==> src/rtl/mld_pkg.sv <==
// Shared types and defaults for the cyclic majority-logic decoder family.
package mld_pkg;

  localparam int unsigned N_DEFAULT     = 7;
  localparam int unsigned CNT_W_DEFAULT = 3;

  typedef enum logic [1:0] {
    ST_IDLE    = 2'd0,
    ST_LOAD    = 2'd1,
    ST_CORRECT = 2'd2,
    ST_UNLOAD  = 2'd3
  } mld_state_e;

endpackage

==> src/rtl/mld_codeword_buffer_if.sv <==
// Handshake and data bundle between a codeword source/majority gates and the buffer.
interface mld_codeword_buffer_if #(
  parameter int unsigned N = mld_pkg::N_DEFAULT
);

  logic         start;
  logic         in_valid;
  logic         in_bit;
  logic         corr;
  logic [N-1:0] taps;
  logic         out_bit;
  logic         out_valid;
  logic         busy;
  logic         done;

  modport master (
    output start, in_valid, in_bit, corr,
    input  taps, out_bit, out_valid, busy, done
  );

  modport slave (
    input  start, in_valid, in_bit, corr,
    output taps, out_bit, out_valid, busy, done
  );

endinterface

==> src/rtl/mld_bit_counter.sv <==
// Phase bit counter; terminal marks the last beat (count N-1) of each busy phase.
module mld_bit_counter #(
  parameter int unsigned N     = 7,
  parameter int unsigned CNT_W = 3
) (
  input  logic clk,
  input  logic reset,
  input  logic clear,
  input  logic enable,
  output logic terminal
);

  localparam logic [CNT_W-1:0] LAST = CNT_W'(N - 1);

  logic [CNT_W-1:0] cnt_q;

  always_ff @(posedge clk or posedge reset) begin
    if (reset) begin
      cnt_q <= '0;
    end else if (clear) begin
      cnt_q <= '0;
    end else if (enable) begin
      cnt_q <= cnt_q + CNT_W'(1);
    end
  end

  assign terminal = (cnt_q == LAST);

endmodule

==> src/rtl/mld_codeword_buffer.sv <==
// N-bit codeword buffer: serial load, N-cycle corrected rotation, serial unload.
module mld_codeword_buffer
  import mld_pkg::*;
#(
  parameter int unsigned N     = N_DEFAULT,
  parameter int unsigned CNT_W = CNT_W_DEFAULT
) (
  input  logic                    clk,
  input  logic                    reset,
  mld_codeword_buffer_if.slave    bus
);

  mld_state_e   state_q, state_nxt;
  logic [N-1:0] cells_q, cells_nxt;
  logic         done_q, done_nxt;
  logic         busy_q;
  logic         out_valid_q;
  logic         cnt_clr;
  logic         cnt_en;
  logic         cnt_last;

  mld_bit_counter #(
    .N     (N),
    .CNT_W (CNT_W)
  ) u_cnt (
    .clk      (clk),
    .reset    (reset),
    .clear    (cnt_clr),
    .enable   (cnt_en),
    .terminal (cnt_last)
  );

  always_ff @(posedge clk or posedge reset) begin
    if (reset) begin
      state_q <= ST_IDLE;
    end else begin
      state_q <= state_nxt;
    end
  end

  // Phase sequencing; the counter is cleared on every phase change so it never passes N-1.
  always_comb begin
    state_nxt = state_q;
    cells_nxt = cells_q;
    cnt_clr   = 1'b0;
    cnt_en    = 1'b0;
    done_nxt  = 1'b0;
    case (state_q)
      ST_IDLE: begin
        cnt_clr = 1'b1;
        if (bus.start) begin
          state_nxt = ST_LOAD;
        end
      end
      ST_LOAD: begin
        if (bus.in_valid) begin
          cells_nxt = {cells_q[N-2:0], bus.in_bit};
          if (cnt_last) begin
            cnt_clr   = 1'b1;
            state_nxt = ST_CORRECT;
          end else begin
            cnt_en = 1'b1;
          end
        end
      end
      ST_CORRECT: begin
        // The correction lands on the bit wrapping from the output end back to cell 0.
        cells_nxt = {cells_q[N-2:0], cells_q[N-1] ^ bus.corr};
        if (cnt_last) begin
          cnt_clr   = 1'b1;
          state_nxt = ST_UNLOAD;
        end else begin
          cnt_en = 1'b1;
        end
      end
      ST_UNLOAD: begin
        cells_nxt = {cells_q[N-2:0], 1'b0};
        if (cnt_last) begin
          cnt_clr   = 1'b1;
          done_nxt  = 1'b1;
          state_nxt = ST_IDLE;
        end else begin
          cnt_en = 1'b1;
        end
      end
      default: begin
        cnt_clr   = 1'b1;
        state_nxt = ST_IDLE;
      end
    endcase
  end

  // Status flags are registered from the next state so they track the state register exactly.
  always_ff @(posedge clk or posedge reset) begin
    if (reset) begin
      cells_q     <= '0;
      done_q      <= 1'b0;
      busy_q      <= 1'b0;
      out_valid_q <= 1'b0;
    end else begin
      cells_q     <= cells_nxt;
      done_q      <= done_nxt;
      busy_q      <= (state_nxt != ST_IDLE);
      out_valid_q <= (state_nxt == ST_UNLOAD);
    end
  end

  assign bus.taps      = cells_q;
  assign bus.out_bit   = cells_q[N-1];
  assign bus.out_valid = out_valid_q;
  assign bus.busy      = busy_q;
  assign bus.done      = done_q;

endmodule

==> src/flat_wrapper.sv <==
// flat-port wrapper written by rule: the top's interface ports become plain ports
module mld_codeword_buffer_flat import mld_pkg::*;
#(
  parameter int unsigned N     = N_DEFAULT,
  parameter int unsigned CNT_W = CNT_W_DEFAULT
)
  (clk, reset, bus_start, bus_in_valid, bus_in_bit, bus_corr, bus_taps, bus_out_bit, bus_out_valid, bus_busy, bus_done);
  mld_codeword_buffer_if #(.N(N)) bus_i ();
  input  logic clk;
  input  logic reset;
  input wire logic [$bits(bus_i.start)-1:0] bus_start;
  input wire logic [$bits(bus_i.in_valid)-1:0] bus_in_valid;
  input wire logic [$bits(bus_i.in_bit)-1:0] bus_in_bit;
  input wire logic [$bits(bus_i.corr)-1:0] bus_corr;
  output wire logic [$bits(bus_i.taps)-1:0] bus_taps;
  output wire logic [$bits(bus_i.out_bit)-1:0] bus_out_bit;
  output wire logic [$bits(bus_i.out_valid)-1:0] bus_out_valid;
  output wire logic [$bits(bus_i.busy)-1:0] bus_busy;
  output wire logic [$bits(bus_i.done)-1:0] bus_done;
  assign bus_i.start = bus_start;
  assign bus_i.in_valid = bus_in_valid;
  assign bus_i.in_bit = bus_in_bit;
  assign bus_i.corr = bus_corr;
  assign bus_taps = bus_i.taps;
  assign bus_out_bit = bus_i.out_bit;
  assign bus_out_valid = bus_i.out_valid;
  assign bus_busy = bus_i.busy;
  assign bus_done = bus_i.done;
  mld_codeword_buffer #(.N(N), .CNT_W(CNT_W)) u_core (.clk(clk), .reset(reset), .bus(bus_i));
endmodule
==> config.mk <==
export PLATFORM = sky130hd
export DESIGN_NAME = mld_codeword_buffer_flat
export DESIGN_NICKNAME = d
export VERILOG_FILES = /design/src/rtl/mld_pkg.sv /design/src/rtl/mld_codeword_buffer_if.sv /design/src/rtl/mld_bit_counter.sv /design/src/rtl/mld_codeword_buffer.sv /design/src/flat_wrapper.sv
export SDC_FILE = /design/constraint.sdc
export NUM_CORES = 1
export LEC_CHECK = 0
export ABC_CLOCK_PERIOD_IN_PS = 1700
export CORE_MARGIN = 3
export CORE_UTILIZATION = 35
export CTS_CLUSTER_SIZE = 30
export DETAILED_ROUTE_END_ITERATION = 12
export PLACE_DENSITY_LB_ADDON = 0.05
export SLEW_MARGIN = 20
export SYNTH_ARGS = -nofsm -noshare
export SYNTH_HDL_FRONTEND = slang
export SYNTH_SLANG_ARGS = --single-unit
==> constraint.sdc <==
create_clock -name clk -period 1.7 [get_ports clk]
set_input_delay 0.255 -clock clk [delete_from_list [all_inputs] [get_ports clk]]
set_output_delay 0.255 -clock clk [all_outputs]
set_load 0.02 [all_outputs]
==> tab_implementation.tex, run 1 <==
\begin{tabular}{lr}
\hline
Metric & Value \\
\hline
\multicolumn{2}{l}{\textbf{Floorplan}} \\
Die footprint & 2801 um\^{}2 \\
I/O Pins & 17 \\
Number of placement rows & 16 \\
Area of the core & 2022 um\^{}2 \\
Die boundary height & 52.93 um \\
Starting density of the core & 38.12\% \\
Horizontal die dimension & 52.93 um \\
\multicolumn{2}{l}{\textbf{Critical path}} \\
Crit path capture type & output port \\
Critical path launch point type & flop \\
Startpoint of the worst register-to-register path & u\_core.state\_q[1]\$\_DFF\_PP0\_ \\
Slowest library cell on the worst path & sky130\_fd\_sc\_hd\_\_clkdlybuf4s50\_1 \\
Worst reg-to-reg setup slack & 0.43 ns \\
Kind of cell adding the most delay to the critical path & buffers and inverters \\
Critical path fanouts, max & 4 \\
Chain of cells forming the critical path & clkdlybuf4s50\_1 \\
Arr. time, crit path & 1.31 ns \\
Capture instance of the worst register-to-register path & u\_core.bus.taps[1]\$\_DFFE\_PP0P\_ \\
CP bufs+invs & 1 \\
Crit Path Category & reg2out \\
Required time worst endpoint & 1.44 ns \\
Reg2Reg Depth & 2 \\
CP peak stage delay & 0.62 ns \\
\multicolumn{2}{l}{\textbf{Clock tree}} \\
Clock Sink Count & 15 \\
Clk root buf & sky130\_fd\_sc\_hd\_\_clkbuf\_4 \\
Buffer levels on the longest clock path & 2 \\
Number of H-tree levels & 1 \\
Post-CTS setup buffer count & 0 \\
Clock tree from TritonCTS & built \\
Number of gates given a new drive strength after cts & 0 \\
CTS buffer count & 3 \\
Clock slew at the register clock pins of the worst setup and hold paths & 0.09 ns \\
Clock Latency Late Sink & 0.29 ns \\
Hold buffer count at CTS & 0 \\
\multicolumn{2}{l}{\textbf{Final layout}} \\
Fillcell total & 197 \\
Post-layout net count & 89 \\
Layout Area Growth over Synthesis & 21.75\% \\
Final standard cell area without fillers & 938.4 um\^{}2 \\
Most common cell after layout, fill and taps aside & sky130\_fd\_sc\_hd\_\_clkdlybuf4s50\_1 \\
Count of inserted antenna diode cells & 0 \\
FF+latch area & 375.4 um\^{}2 \\
Multi-input logic area & 319.1 um\^{}2 \\
Commonest non-fill, non-tap cells in the layout & sky130\_fd\_sc\_hd\_\_clkdlybuf4s50\_1, sky130\_fd\_sc\_hd\_\_dfrtp\_1, sky130\_fd\_sc\_hd\_\_mux2\_4 \\
Layout cell share with drive strength beyond 1 & 18.75\% \\
\multicolumn{2}{l}{\textbf{Placement}} \\
Count of input and output buffers & 16 \\
Placer Congestion & 0.7019 \\
Hpwl dp & 916.9 um \\
DP Worst Slack & 0.2028 ns \\
Instance area after placement & 910.9 um\^{}2 \\
\multicolumn{2}{l}{\textbf{STA}} \\
Ratio of final minimum period to clock period & 92.20\% \\
Final Hold Vio Count & 0 \\
Total count of max-transition violations in the final report & 0 \\
Worst setup skew after layout & 0.005999 ns \\
Total negative slack & 0 ns \\
PnR worst setup slack & 0.1327 ns \\
Unrepaired setup endpoints after global routing & false \\
Slew @ Worst Pin & 0.5739 ns \\
Worst slack on hold paths & 0.3213 ns \\
Relative max-transition margin & 61.70\% \\
Final setup violation count & 0 \\
Fmax & 0.6380 GHz \\
Final period demand of the worst path & 1.567 ns \\
\multicolumn{2}{l}{\textbf{Synth}} \\
Syn Inst Count & 67 \\
Number of storage elements in the synthesis netlist & 15 \\
Cell area after technology mapping & 770.7 um\^{}2 \\
Number of different library cells in the post-synthesis netlist & 25 \\
Leading post-synthesis cells by cell area & sky130\_fd\_sc\_hd\_\_dfrtp\_1, sky130\_fd\_sc\_hd\_\_mux2\_4, sky130\_fd\_sc\_hd\_\_buf\_4 \\
Largest area contributor in the netlist & sky130\_fd\_sc\_hd\_\_dfrtp\_1 \\
Fraction of post-synthesis cell area in the top cell type by area & 48.70\% \\
Warnings from Yosys & 0 \\
Synthesized area per cell & 11.50 um\^{}2 \\
Portion of the post-synthesis area used by sequential elements & 48.70\% \\
Net count after synthesis & 75 \\
\multicolumn{2}{l}{\textbf{Power and ir drop}} \\
Worst VDD drop & 819.6 uV \\
Power per standard cell area & 1770 nW/um\^{}2 \\
P\_leak & 0.0004316 uW \\
\multicolumn{2}{l}{\textbf{Detailed routing}} \\
Detailed-route vias per instance & 4.467 \\
Vias after detailed routing & 478 \\
Total routed wirelength & 1266 um \\
First-pass DRT Iterations & 3 \\
Avg WL per Cell & 11.83 um \\
Iter 0 DRT Violations & 2 \\
Post-DRT Antenna Nets & 0 \\
DRC & 0 \\
\multicolumn{2}{l}{\textbf{Flow run}} \\
Max-cap check violation count & 0 \\
\multicolumn{2}{l}{\textbf{GRT}} \\
Global-route wire length before repair & 2083 um \\
Overflow left after global routing & 0 \\
Vias in the first global route & 436 \\
Global router's overall resource usage & 10.85\% \\
Initial antenna violation count & 0 \\
Pin count of the biggest net entering global routing & 16 \\
\multicolumn{2}{l}{\textbf{Outcome}} \\
Result of the run & finished, final reports clean \\
\multicolumn{2}{l}{\textbf{Min path}} \\
Path class of the lowest-slack min-delay path & in2async \\
\hline
\end{tabular}
synthesized netlist by cell type, drive strengths merged:
| cell type | instances |
|---|---|
| nand2b | 1 |
| xnor2 | 1 |
| and2 | 3 |
| nand3 | 3 |
| buf | 9 |
| mux2 | 6 |
| nand2 | 4 |
| inv | 2 |
| nor2b | 1 |
| o21ai | 4 |
| mux2i | 1 |
| o22ai | 1 |
| and3 | 1 |
| o221a | 1 |
| xor2 | 1 |
| nor2 | 4 |
| nand3b | 1 |
| dfrtp | 15 |
| a21oi | 2 |
| ha | 2 |
| nor3 | 4 |
logic make-up after synthesis:
kind of cell               count (synthesis)  synth area share (%)
adders and majority gates                  2                 3.246
muxes                                      7                 12.99
AOI/OAI and AO/OA                          8                 6.169
xor gates and xnor gates                   2                 2.273
and+or+nand+nor                           22                 16.72
buffers and inverters                     11                 9.902
DFF                                       15                 48.70
report_power, final:
group	total [uW]	leakage (uW)	switching (uW)	internal [uW]
combinational	807	0.000229	363	444
clock	204	0.0000177	117	87.4
sequential	650	0.000185	151	498
per-layer routing:
layer | GRT usage [%] | part of all wire, %
met1 | 14.21 | 51
met2 | 14.88 | 41
met3 | 5.070 | 7.0
met4 | 5.106 | 1.3
met5 | 0 | 0
sequential cells by signal, indices dropped and copies added (netlist names):
name / cells
u_core.bus.out_valid: 1
u_core.state_q: 2
u_core.bus.busy: 1
u_core.bus.taps: 7
u_core.bus.done: 1
u_core.u_cnt.cnt_q: 3
final cells by class:
type	instances	area share, %
Sequential cell	15	40.00
Multi-Input combinational cell	41	34.00
Clock buffer	3	2.400
Tap cell	27	3.600
Inverter	2	0.8000
Timing Repair Buffer	18	18.67
Clock inverter	1	0.5333
metrics by stage:
stage / util [%] / total power [uW] / instances
after global placement: 45.05 / 1467 / 103
after detailed placement: 45.05 / 1476 / 103
after global routing: 46.41 / 1789 / 107
after floorplan: - / 1292 / 67
final: 46.41 / 1661 / 107
after CTS: 46.41 / 1692 / 107
worst max-delay path by stage:
stage | startpoint | end | slack, ns | depth (start not counted)
final | u_core.bus.taps[6]$_DFFE_PP0P_ | bus_out_bit | 0.13 | 1
after global placement | bus_in_valid | u_core.bus.taps[1]$_DFFE_PP0P_ | 0.21 | 4
after detailed placement | bus_in_valid | u_core.bus.taps[1]$_DFFE_PP0P_ | 0.20 | 4
after global routing | u_core.bus.taps[6]$_DFFE_PP0P_ | bus_taps[6] | 0.06 | 1
after CTS | u_core.bus.taps[6]$_DFFE_PP0P_ | bus_out_bit | 0.10 | 1
after floorplan | u_core.u_cnt.cnt_q[0]$_DFFE_PP0P_ | u_core.bus.out_valid$_DFF_PP0_ | 0.58 | 5
Note: power is estimated with default switching activity, not from simulation.
==> run 2, diff against run 1 <==
--- a/config.mk
+++ b/config.mk
@@ -10,6 +10,8 @@
 export CORE_UTILIZATION = 35
 export CTS_CLUSTER_SIZE = 30
 export DETAILED_ROUTE_END_ITERATION = 12
+export GPL_TIMING_DRIVEN = 0
+export MAX_ROUTING_LAYER = met4
 export PLACE_DENSITY_LB_ADDON = 0.05
 export SLEW_MARGIN = 20
 export SYNTH_ARGS = -nofsm -noshare
==> tab_implementation.tex, run 2 (synthesized netlist as in run 1, its figures left out) <==
\begin{tabular}{lr}
\hline
Metric & Value \\
\hline
\multicolumn{2}{l}{\textbf{Outcome}} \\
Result of the run & finished, final reports clean (unchanged) \\
\multicolumn{2}{l}{\textbf{Clock tree}} \\
Clock Latency Late Sink & 0.29 ns (about the same) \\
Clock slew at the register clock pins of the worst setup and hold paths & 0.10 ns (was 0.09 ns) \\
Clock Sink Count & 15 (unchanged) \\
Hold buffer count at CTS & 0 (unchanged) \\
Buffer levels on the longest clock path & 2 (unchanged) \\
Clk root buf & sky130\_fd\_sc\_hd\_\_clkbuf\_4 (unchanged) \\
CTS buffer count & 3 (unchanged) \\
Clock tree from TritonCTS & built (unchanged) \\
Number of H-tree levels & 1 (unchanged) \\
\multicolumn{2}{l}{\textbf{Floorplan}} \\
Starting density of the core & 38.12\% (unchanged) \\
I/O Pins & 17 (unchanged) \\
Die boundary height & 52.93 um (unchanged) \\
Area of the core & 2022 um\^{}2 (unchanged) \\
Die footprint & 2801 um\^{}2 (unchanged) \\
Horizontal die dimension & 52.93 um (unchanged) \\
Number of placement rows & 16 (unchanged) \\
\multicolumn{2}{l}{\textbf{Final layout}} \\
Post-layout net count & 96 (was 89) \\
Number of standard cells in the final layout excluding fillers & 114 (was 107) \\
Most common cell after layout, fill and taps aside & sky130\_fd\_sc\_hd\_\_dfrtp\_1 (was sky130\_fd\_sc\_hd\_\_clkdlybuf4s50\_1) \\
Layout cell share with drive strength beyond 1 & 25.29\% (was 18.75\%) \\
Commonest non-fill, non-tap cells in the layout & sky130\_fd\_sc\_hd\_\_dfrtp\_1, sky130\_fd\_sc\_hd\_\_clkdlybuf4s50\_1, sky130\_fd\_sc\_hd\_\_buf\_4 (was sky130\_fd\_sc\_hd\_\_clkdlybuf4s50\_1, sky130\_fd\_sc\_hd\_\_dfrtp\_1, sky130\_fd\_sc\_hd\_\_mux2\_4) \\
Max reg flops & 7 (unchanged) \\
Count of inserted antenna diode cells & 0 (unchanged) \\
Layout Area Growth over Synthesis & 29.38\% (was 21.75\%) \\
\multicolumn{2}{l}{\textbf{Placement}} \\
Count of input and output buffers & 16 (unchanged) \\
Placed cells & 110 (was 103) \\
Hpwl dp & 941 um (was 916.9 um) \\
Placer Congestion & 0.7713 (was 0.7019) \\
\multicolumn{2}{l}{\textbf{STA}} \\
Worst setup skew after layout & 0.01049 ns (was 0.005999 ns) \\
Worst slack on hold paths & 0.3064 ns (was 0.3213 ns) \\
Fmax & 0.6063 GHz (was 0.6380 GHz) \\
Total count of max-transition violations in the final report & 0 (unchanged) \\
Final Hold Vio Count & 0 (unchanged) \\
Ratio of final minimum period to clock period & 97.03\% (was 92.20\%) \\
Slew @ Worst Pin & 0.5572 ns (was 0.5739 ns) \\
Final period demand of the worst path & 1.649 ns (was 1.567 ns) \\
Final setup violation count & 0 (unchanged) \\
Relative max-transition margin & 62.81\% (was 61.70\%) \\
Total negative slack & 0 ns (unchanged) \\
Unrepaired setup endpoints after global routing & false (unchanged) \\
\multicolumn{2}{l}{\textbf{Min path}} \\
Path class of the lowest-slack min-delay path & in2async (unchanged) \\
\multicolumn{2}{l}{\textbf{Detailed routing}} \\
Detailed-route vias per instance & 4.579 (was 4.467) \\
Vias after detailed routing & 522 (was 478) \\
First-pass DRT Iterations & 3 (unchanged) \\
Iter 0 DRT Violations & 5 (was 2) \\
DRC & 0 (unchanged) \\
Post-DRT Antenna Nets & 0 (unchanged) \\
Total routed wirelength & 1265 um (was 1266 um) \\
Avg WL per Cell & 11.10 um (was 11.83 um) \\
\multicolumn{2}{l}{\textbf{GRT}} \\
Pin count of the biggest net entering global routing & 16 (unchanged) \\
Global router's overall resource usage & 11.44\% (was 10.85\%) \\
Vias in the first global route & 515 (was 436) \\
Overflow left after global routing & 0 (unchanged) \\
Initial antenna violation count & 0 (unchanged) \\
Global-route wire length before repair & 2214 um (was 2083 um) \\
\multicolumn{2}{l}{\textbf{Critical path}} \\
Arr. time, crit path & 1.39 ns (was 1.31 ns) \\
Crit Path Category & reg2out (unchanged) \\
Critical path fanouts, max & 3 (was 4) \\
Required time worst endpoint & 1.44 ns (about the same) \\
Critical path launch point type & flop (unchanged) \\
Reg2Reg Depth & 5 (was 2) \\
Worst reg-to-reg setup slack & 0.48 ns (was 0.43 ns) \\
Capture instance of the worst register-to-register path & u\_core.bus.out\_valid\$\_DFF\_PP0\_ (was u\_core.bus.taps[1]\$\_DFFE\_PP0P\_) \\
Startpoint of the worst register-to-register path & u\_core.u\_cnt.cnt\_q[0]\$\_DFFE\_PP0P\_ (was u\_core.state\_q[1]\$\_DFF\_PP0\_) \\
Crit path capture type & output port (unchanged) \\
\multicolumn{2}{l}{\textbf{Power and ir drop}} \\
Net Switching & 652.0 uW (was 631.4 uW) \\
Design Power & 1769 uW (was 1661 uW) \\
P\_leak & 0.0004944 uW (was 0.0004316 uW) \\
Logic pwr share & 52.7\% (was 48.6\%) \\
Internal Power & 1117 uW (was 1029 uW) \\
Switching share of power & 36.87\% (was 38.02\%) \\
Worst VDD drop & 862.6 uV (was 819.6 uV) \\
Sequential power share & 35.7\% (was 39.1\%) \\
Fraction of power consumed by the clock network & 11.5\% (was 12.3\%) \\
Power per standard cell area & 1773 nW/um\^{}2 (was 1770 nW/um\^{}2) \\
\multicolumn{2}{l}{\textbf{Flow run}} \\
Max-cap check violation count & 0 (unchanged) \\
\hline
\end{tabular}
## run 2: cell count changes in the layout (fill, tap and decap cells not counted)
cell                              previous run  this run
sky130_fd_sc_hd__buf_4                       2         7
sky130_fd_sc_hd__clkdlybuf4s50_1            16        14
sky130_fd_sc_hd__dlymetal6s2s_1              0         2
sky130_fd_sc_hd__buf_2                       0         1
sky130_fd_sc_hd__buf_6                       0         1
## run 2: cell type report
type | count | area, um^2
fill | 187 | 1025
multi-input combinational | 41 | 319.1
inverter | 2 | 7.507
timing repair buffer | 16 | 165.2
sequential | 15 | 375.4
clock buffer | 3 | 22.52
clock inverter | 1 | 5.005
tap | 27 | 33.78
buffer | 9 | 68.82
## run 2: critical path, cell delays in order, from the launching register on
cell and delay [ns]:
sky130_fd_sc_hd__dfrtp_1 0.40, sky130_fd_sc_hd__buf_4 0.12, sky130_fd_sc_hd__clkdlybuf4s50_1 0.59
## run 2: per-layer routing
| metal | up-vias | global-route usage [%] | share of wire (%) |
|---|---|---|---|
| li1 | 260 | - | - |
| met1 | 245 | 14.04 | 48 |
| met2 | 15 | 16.53 | 44 |
| met3 | 2 | 5.352 | 6.4 |
| met4 | 0 | 3.830 | 0.63 |
| met5 | - | - | 0 |
## run 2: stage by stage
stage / utilization, % / setup WS, ns / instance area (um^2)
final: 49.32 / 0.05057 / 997.2
after global routing: 49.32 / 0.002015 / 997.2
after CTS: 49.07 / 0.01711 / 992.2
after detailed placement: 47.71 / 0.1206 / 964.7
after global placement: 47.71 / 0.1200 / 964.7
after floorplan: - / 0.5815 / 770.7
## run 2: repair_timing
action | in CTS | in global routing
gates resized for setup | 0 | 2
setup buffers | 0 | 0
endpoints found under the setup margin | 0 | 2
## run 2: worst max-delay path by stage
stage	from	endpoint	slack, ns	depth (start not counted)
after global routing	u_core.bus.taps[0]$_DFFE_PP0P_	bus_taps[0]	0.002	2
after global placement	bus_in_valid	u_core.bus.taps[2]$_DFFE_PP0P_	0.12	4
after floorplan	u_core.u_cnt.cnt_q[0]$_DFFE_PP0P_	u_core.bus.out_valid$_DFF_PP0_	0.58	5
after detailed placement	bus_in_valid	u_core.bus.taps[1]$_DFFE_PP0P_	0.12	4
final	u_core.bus.taps[0]$_DFFE_PP0P_	bus_taps[0]	0.05	2
after CTS	u_core.bus.taps[6]$_DFFE_PP0P_	bus_taps[6]	0.02	2
## run 2: power by group through the flow
stage          Clock, uW  Sequential (uW)  Combinational, uW
2_1_floorplan          0              642                650
5_1_grt              229              656               1010
3_3_place_gp           0              635                939
6_report             204              632                933
3_5_place_dp           0              639                945
4_1_cts              214              635                949
==> run 3, diff against run 2 <==
--- a/config.mk
+++ b/config.mk
@@ -10,7 +10,6 @@
 export CORE_UTILIZATION = 35
 export CTS_CLUSTER_SIZE = 30
 export DETAILED_ROUTE_END_ITERATION = 12
-export GPL_TIMING_DRIVEN = 0
 export MAX_ROUTING_LAYER = met4
 export PLACE_DENSITY_LB_ADDON = 0.05
 export SLEW_MARGIN = 20
==> tab_implementation.tex, run 3 (synthesized netlist as in run 1, its figures left out) <==
\begin{tabular}{lr}
\hline
Metric & Value \\
\hline
\multicolumn{2}{l}{\textbf{Outcome}} \\
Result of the run & finished, final reports clean (unchanged) \\
\multicolumn{2}{l}{\textbf{Clock tree}} \\
Clk root buf & sky130\_fd\_sc\_hd\_\_clkbuf\_4 (unchanged) \\
Post-CTS setup buffer count & 0 (unchanged) \\
Clock slew at the register clock pins of the worst setup and hold paths & 0.09 ns (was 0.10 ns) \\
Hold buffer count at CTS & 0 (unchanged) \\
Number of gates given a new drive strength after cts & 0 (unchanged) \\
Number of H-tree levels & 1 (unchanged) \\
Clock tree from TritonCTS & built (unchanged) \\
Clock Sink Count & 15 (unchanged) \\
Buffer levels on the longest clock path & 2 (unchanged) \\
CTS buffer count & 3 (unchanged) \\
Clock Latency Late Sink & 0.29 ns (about the same) \\
\multicolumn{2}{l}{\textbf{Critical path}} \\
Kind of cell adding the most delay to the critical path & buffers and inverters (unchanged) \\
Startpoint of the worst register-to-register path & u\_core.state\_q[1]\$\_DFF\_PP0\_ (was u\_core.u\_cnt.cnt\_q[0]\$\_DFFE\_PP0P\_) \\
Crit Path Category & reg2out (unchanged) \\
Capture instance of the worst register-to-register path & u\_core.bus.taps[1]\$\_DFFE\_PP0P\_ (was u\_core.bus.out\_valid\$\_DFF\_PP0\_) \\
Chain of cells forming the critical path & clkdlybuf4s50\_1 (was buf\_4 -> clkdlybuf4s50\_1) \\
Arr. time, crit path & 1.31 ns (was 1.39 ns) \\
Setup crit start & u\_core.bus.taps[6]\$\_DFFE\_PP0P\_ (was u\_core.bus.taps[0]\$\_DFFE\_PP0P\_) \\
Reg2Reg Depth & 2 (was 5) \\
Crit path capture type & output port (unchanged) \\
Worst reg-to-reg setup slack & 0.43 ns (was 0.48 ns) \\
Slowest library cell on the worst path & sky130\_fd\_sc\_hd\_\_clkdlybuf4s50\_1 (unchanged) \\
Critical path launch point type & flop (unchanged) \\
CP bufs+invs & 1 (was 2) \\
CP peak stage delay & 0.62 ns (was 0.59 ns) \\
Required time worst endpoint & 1.44 ns (about the same) \\
Critical path fanouts, max & 4 (was 3) \\
\multicolumn{2}{l}{\textbf{Final layout}} \\
Most common cell after layout, fill and taps aside & sky130\_fd\_sc\_hd\_\_clkdlybuf4s50\_1 (was sky130\_fd\_sc\_hd\_\_dfrtp\_1) \\
Final standard cell area without fillers & 938.4 um\^{}2 (was 997.2 um\^{}2) \\
Fillcell total & 197 (was 187) \\
Final core utilization & 46.41\% (was 49.32\%) \\
Layout cell share with drive strength beyond 1 & 18.75\% (was 25.29\%) \\
Post-layout net count & 89 (was 96) \\
Layout Area Growth over Synthesis & 21.75\% (was 29.38\%) \\
Commonest non-fill, non-tap cells in the layout & sky130\_fd\_sc\_hd\_\_clkdlybuf4s50\_1, sky130\_fd\_sc\_hd\_\_dfrtp\_1, sky130\_fd\_sc\_hd\_\_mux2\_4 (was sky130\_fd\_sc\_hd\_\_dfrtp\_1, sky130\_fd\_sc\_hd\_\_clkdlybuf4s50\_1, sky130\_fd\_sc\_hd\_\_buf\_4) \\
Count of inserted antenna diode cells & 0 (unchanged) \\
Max reg flops & 7 (unchanged) \\
\multicolumn{2}{l}{\textbf{Floorplan}} \\
I/O Pins & 17 (unchanged) \\
Horizontal die dimension & 52.93 um (unchanged) \\
Starting density of the core & 38.12\% (unchanged) \\
Die boundary height & 52.93 um (unchanged) \\
Number of placement rows & 16 (unchanged) \\
Area of the core & 2022 um\^{}2 (unchanged) \\
Die footprint & 2801 um\^{}2 (unchanged) \\
\multicolumn{2}{l}{\textbf{Power and ir drop}} \\
Logic pwr share & 48.6\% (was 52.7\%) \\
P\_leak & 0.0004316 uW (was 0.0004944 uW) \\
Worst VDD drop & 819.5 uV (was 862.6 uV) \\
Internal Power & 1029 uW (was 1117 uW) \\
Fraction of power consumed by the clock network & 12.3\% (was 11.5\%) \\
Power per standard cell area & 1769 nW/um\^{}2 (was 1773 nW/um\^{}2) \\
Switching share of power & 38.00\% (was 36.87\%) \\
Net Switching & 631.0 uW (was 652.0 uW) \\
Sequential power share & 39.1\% (was 35.7\%) \\
\multicolumn{2}{l}{\textbf{STA}} \\
Final Hold Vio Count & 0 (unchanged) \\
Ratio of final minimum period to clock period & 92.21\% (was 97.03\%) \\
Total negative slack & 0 ns (unchanged) \\
Final setup violation count & 0 (unchanged) \\
Relative max-transition margin & 61.68\% (was 62.81\%) \\
Slew @ Worst Pin & 0.5741 ns (was 0.5572 ns) \\
Worst setup skew after layout & 0.006020 ns (was 0.01049 ns) \\
Final period demand of the worst path & 1.568 ns (was 1.649 ns) \\
Unrepaired setup endpoints after global routing & false (unchanged) \\
Fmax & 0.6379 GHz (was 0.6063 GHz) \\
Total count of max-transition violations in the final report & 0 (unchanged) \\
\multicolumn{2}{l}{\textbf{Detailed routing}} \\
Iter 0 DRT Violations & 4 (was 5) \\
Avg WL per Cell & 11.83 um (was 11.10 um) \\
Total routed wirelength & 1266 um (was 1265 um) \\
Vias after detailed routing & 478 (was 522) \\
First-pass DRT Iterations & 3 (unchanged) \\
DRC & 0 (unchanged) \\
Detailed-route vias per instance & 4.467 (was 4.579) \\
Post-DRT Antenna Nets & 0 (unchanged) \\
\multicolumn{2}{l}{\textbf{GRT}} \\
Global-route wire length before repair & 2083 um (was 2214 um) \\
Global router's overall resource usage & 11.13\% (was 11.44\%) \\
Overflow left after global routing & 0 (unchanged) \\
Vias in the first global route & 437 (was 515) \\
Initial antenna violation count & 0 (unchanged) \\
Pin count of the biggest net entering global routing & 16 (unchanged) \\
\multicolumn{2}{l}{\textbf{Min path}} \\
Path class of the lowest-slack min-delay path & in2async (unchanged) \\
\multicolumn{2}{l}{\textbf{Placement}} \\
Instance area after placement & 910.9 um\^{}2 (was 964.7 um\^{}2) \\
Hpwl dp & 916.9 um (was 941 um) \\
Placer Congestion & 0.7097 (was 0.7713) \\
Count of input and output buffers & 16 (unchanged) \\
\multicolumn{2}{l}{\textbf{Flow run}} \\
Max-cap check violation count & 0 (unchanged) \\
\hline
\end{tabular}
run 3: changes by cell type in the layout (fill, tap and decap cells not counted):
cell,delta
sky130_fd_sc_hd__dlymetal6s2s_1,-2
sky130_fd_sc_hd__buf_6,-1
sky130_fd_sc_hd__buf_2,-1
sky130_fd_sc_hd__buf_4,-5
sky130_fd_sc_hd__clkdlybuf4s50_1,+2
run 3: stage by stage:
step	total power (uW)	setup slack (ns)	std cells	hold slack (ns)
3_3_place_gp	1467	0.2076	103	0.5143
2_1_floorplan	1292	0.5815	67	0.1565
5_1_grt	1789	0.06056	107	0.3739
3_5_place_dp	1476	0.2028	103	0.5203
4_1_cts	1692	0.1023	107	0.3359
6_report	1660	0.1325	107	0.3212
run 3: area by class of cell:
type,count,area (um^2),share of cell area (%)
clock buffer,3,22.52,2.400
clock inverter,1,5.005,0.5333
inverter,2,7.507,0.8000
multi-input combinational,41,319.1,34.00
sequential,15,375.4,40.00
tap,27,33.78,3.600
timing repair buffer,18,175.2,18.67
run 3: worst max-delay path by stage:
stage          slack, ns  depth (start not counted)                        endpoint
6_report            0.13                          1                     bus_out_bit
5_1_grt             0.06                          1                     bus_taps[6]
4_1_cts             0.10                          1                     bus_out_bit
3_5_place_dp        0.20                          4  u_core.bus.taps[1]$_DFFE_PP0P_
3_3_place_gp        0.21                          4  u_core.bus.taps[1]$_DFFE_PP0P_
2_1_floorplan       0.58                          5  u_core.bus.out_valid$_DFF_PP0_
run 3: metal layers:
layer  vias to the layer above  GRT usage, %  wire length [um]
met5                         -             -                 0
met1                       217         14.21               642
met2                        14         14.88               515
met4                         0         5.106                15
li1                        245             -                 -
met3                         2         5.070                92
run 3: power groups by stage:
stage | clock network [uW] | registers, uW | logic [uW]
after CTS | 219 | 654 | 819
after floorplan | 0 | 642 | 650
final | 204 | 650 | 806
after global routing | 229 | 682 | 878
after detailed placement | 0 | 662 | 814
after global placement | 0 | 656 | 810
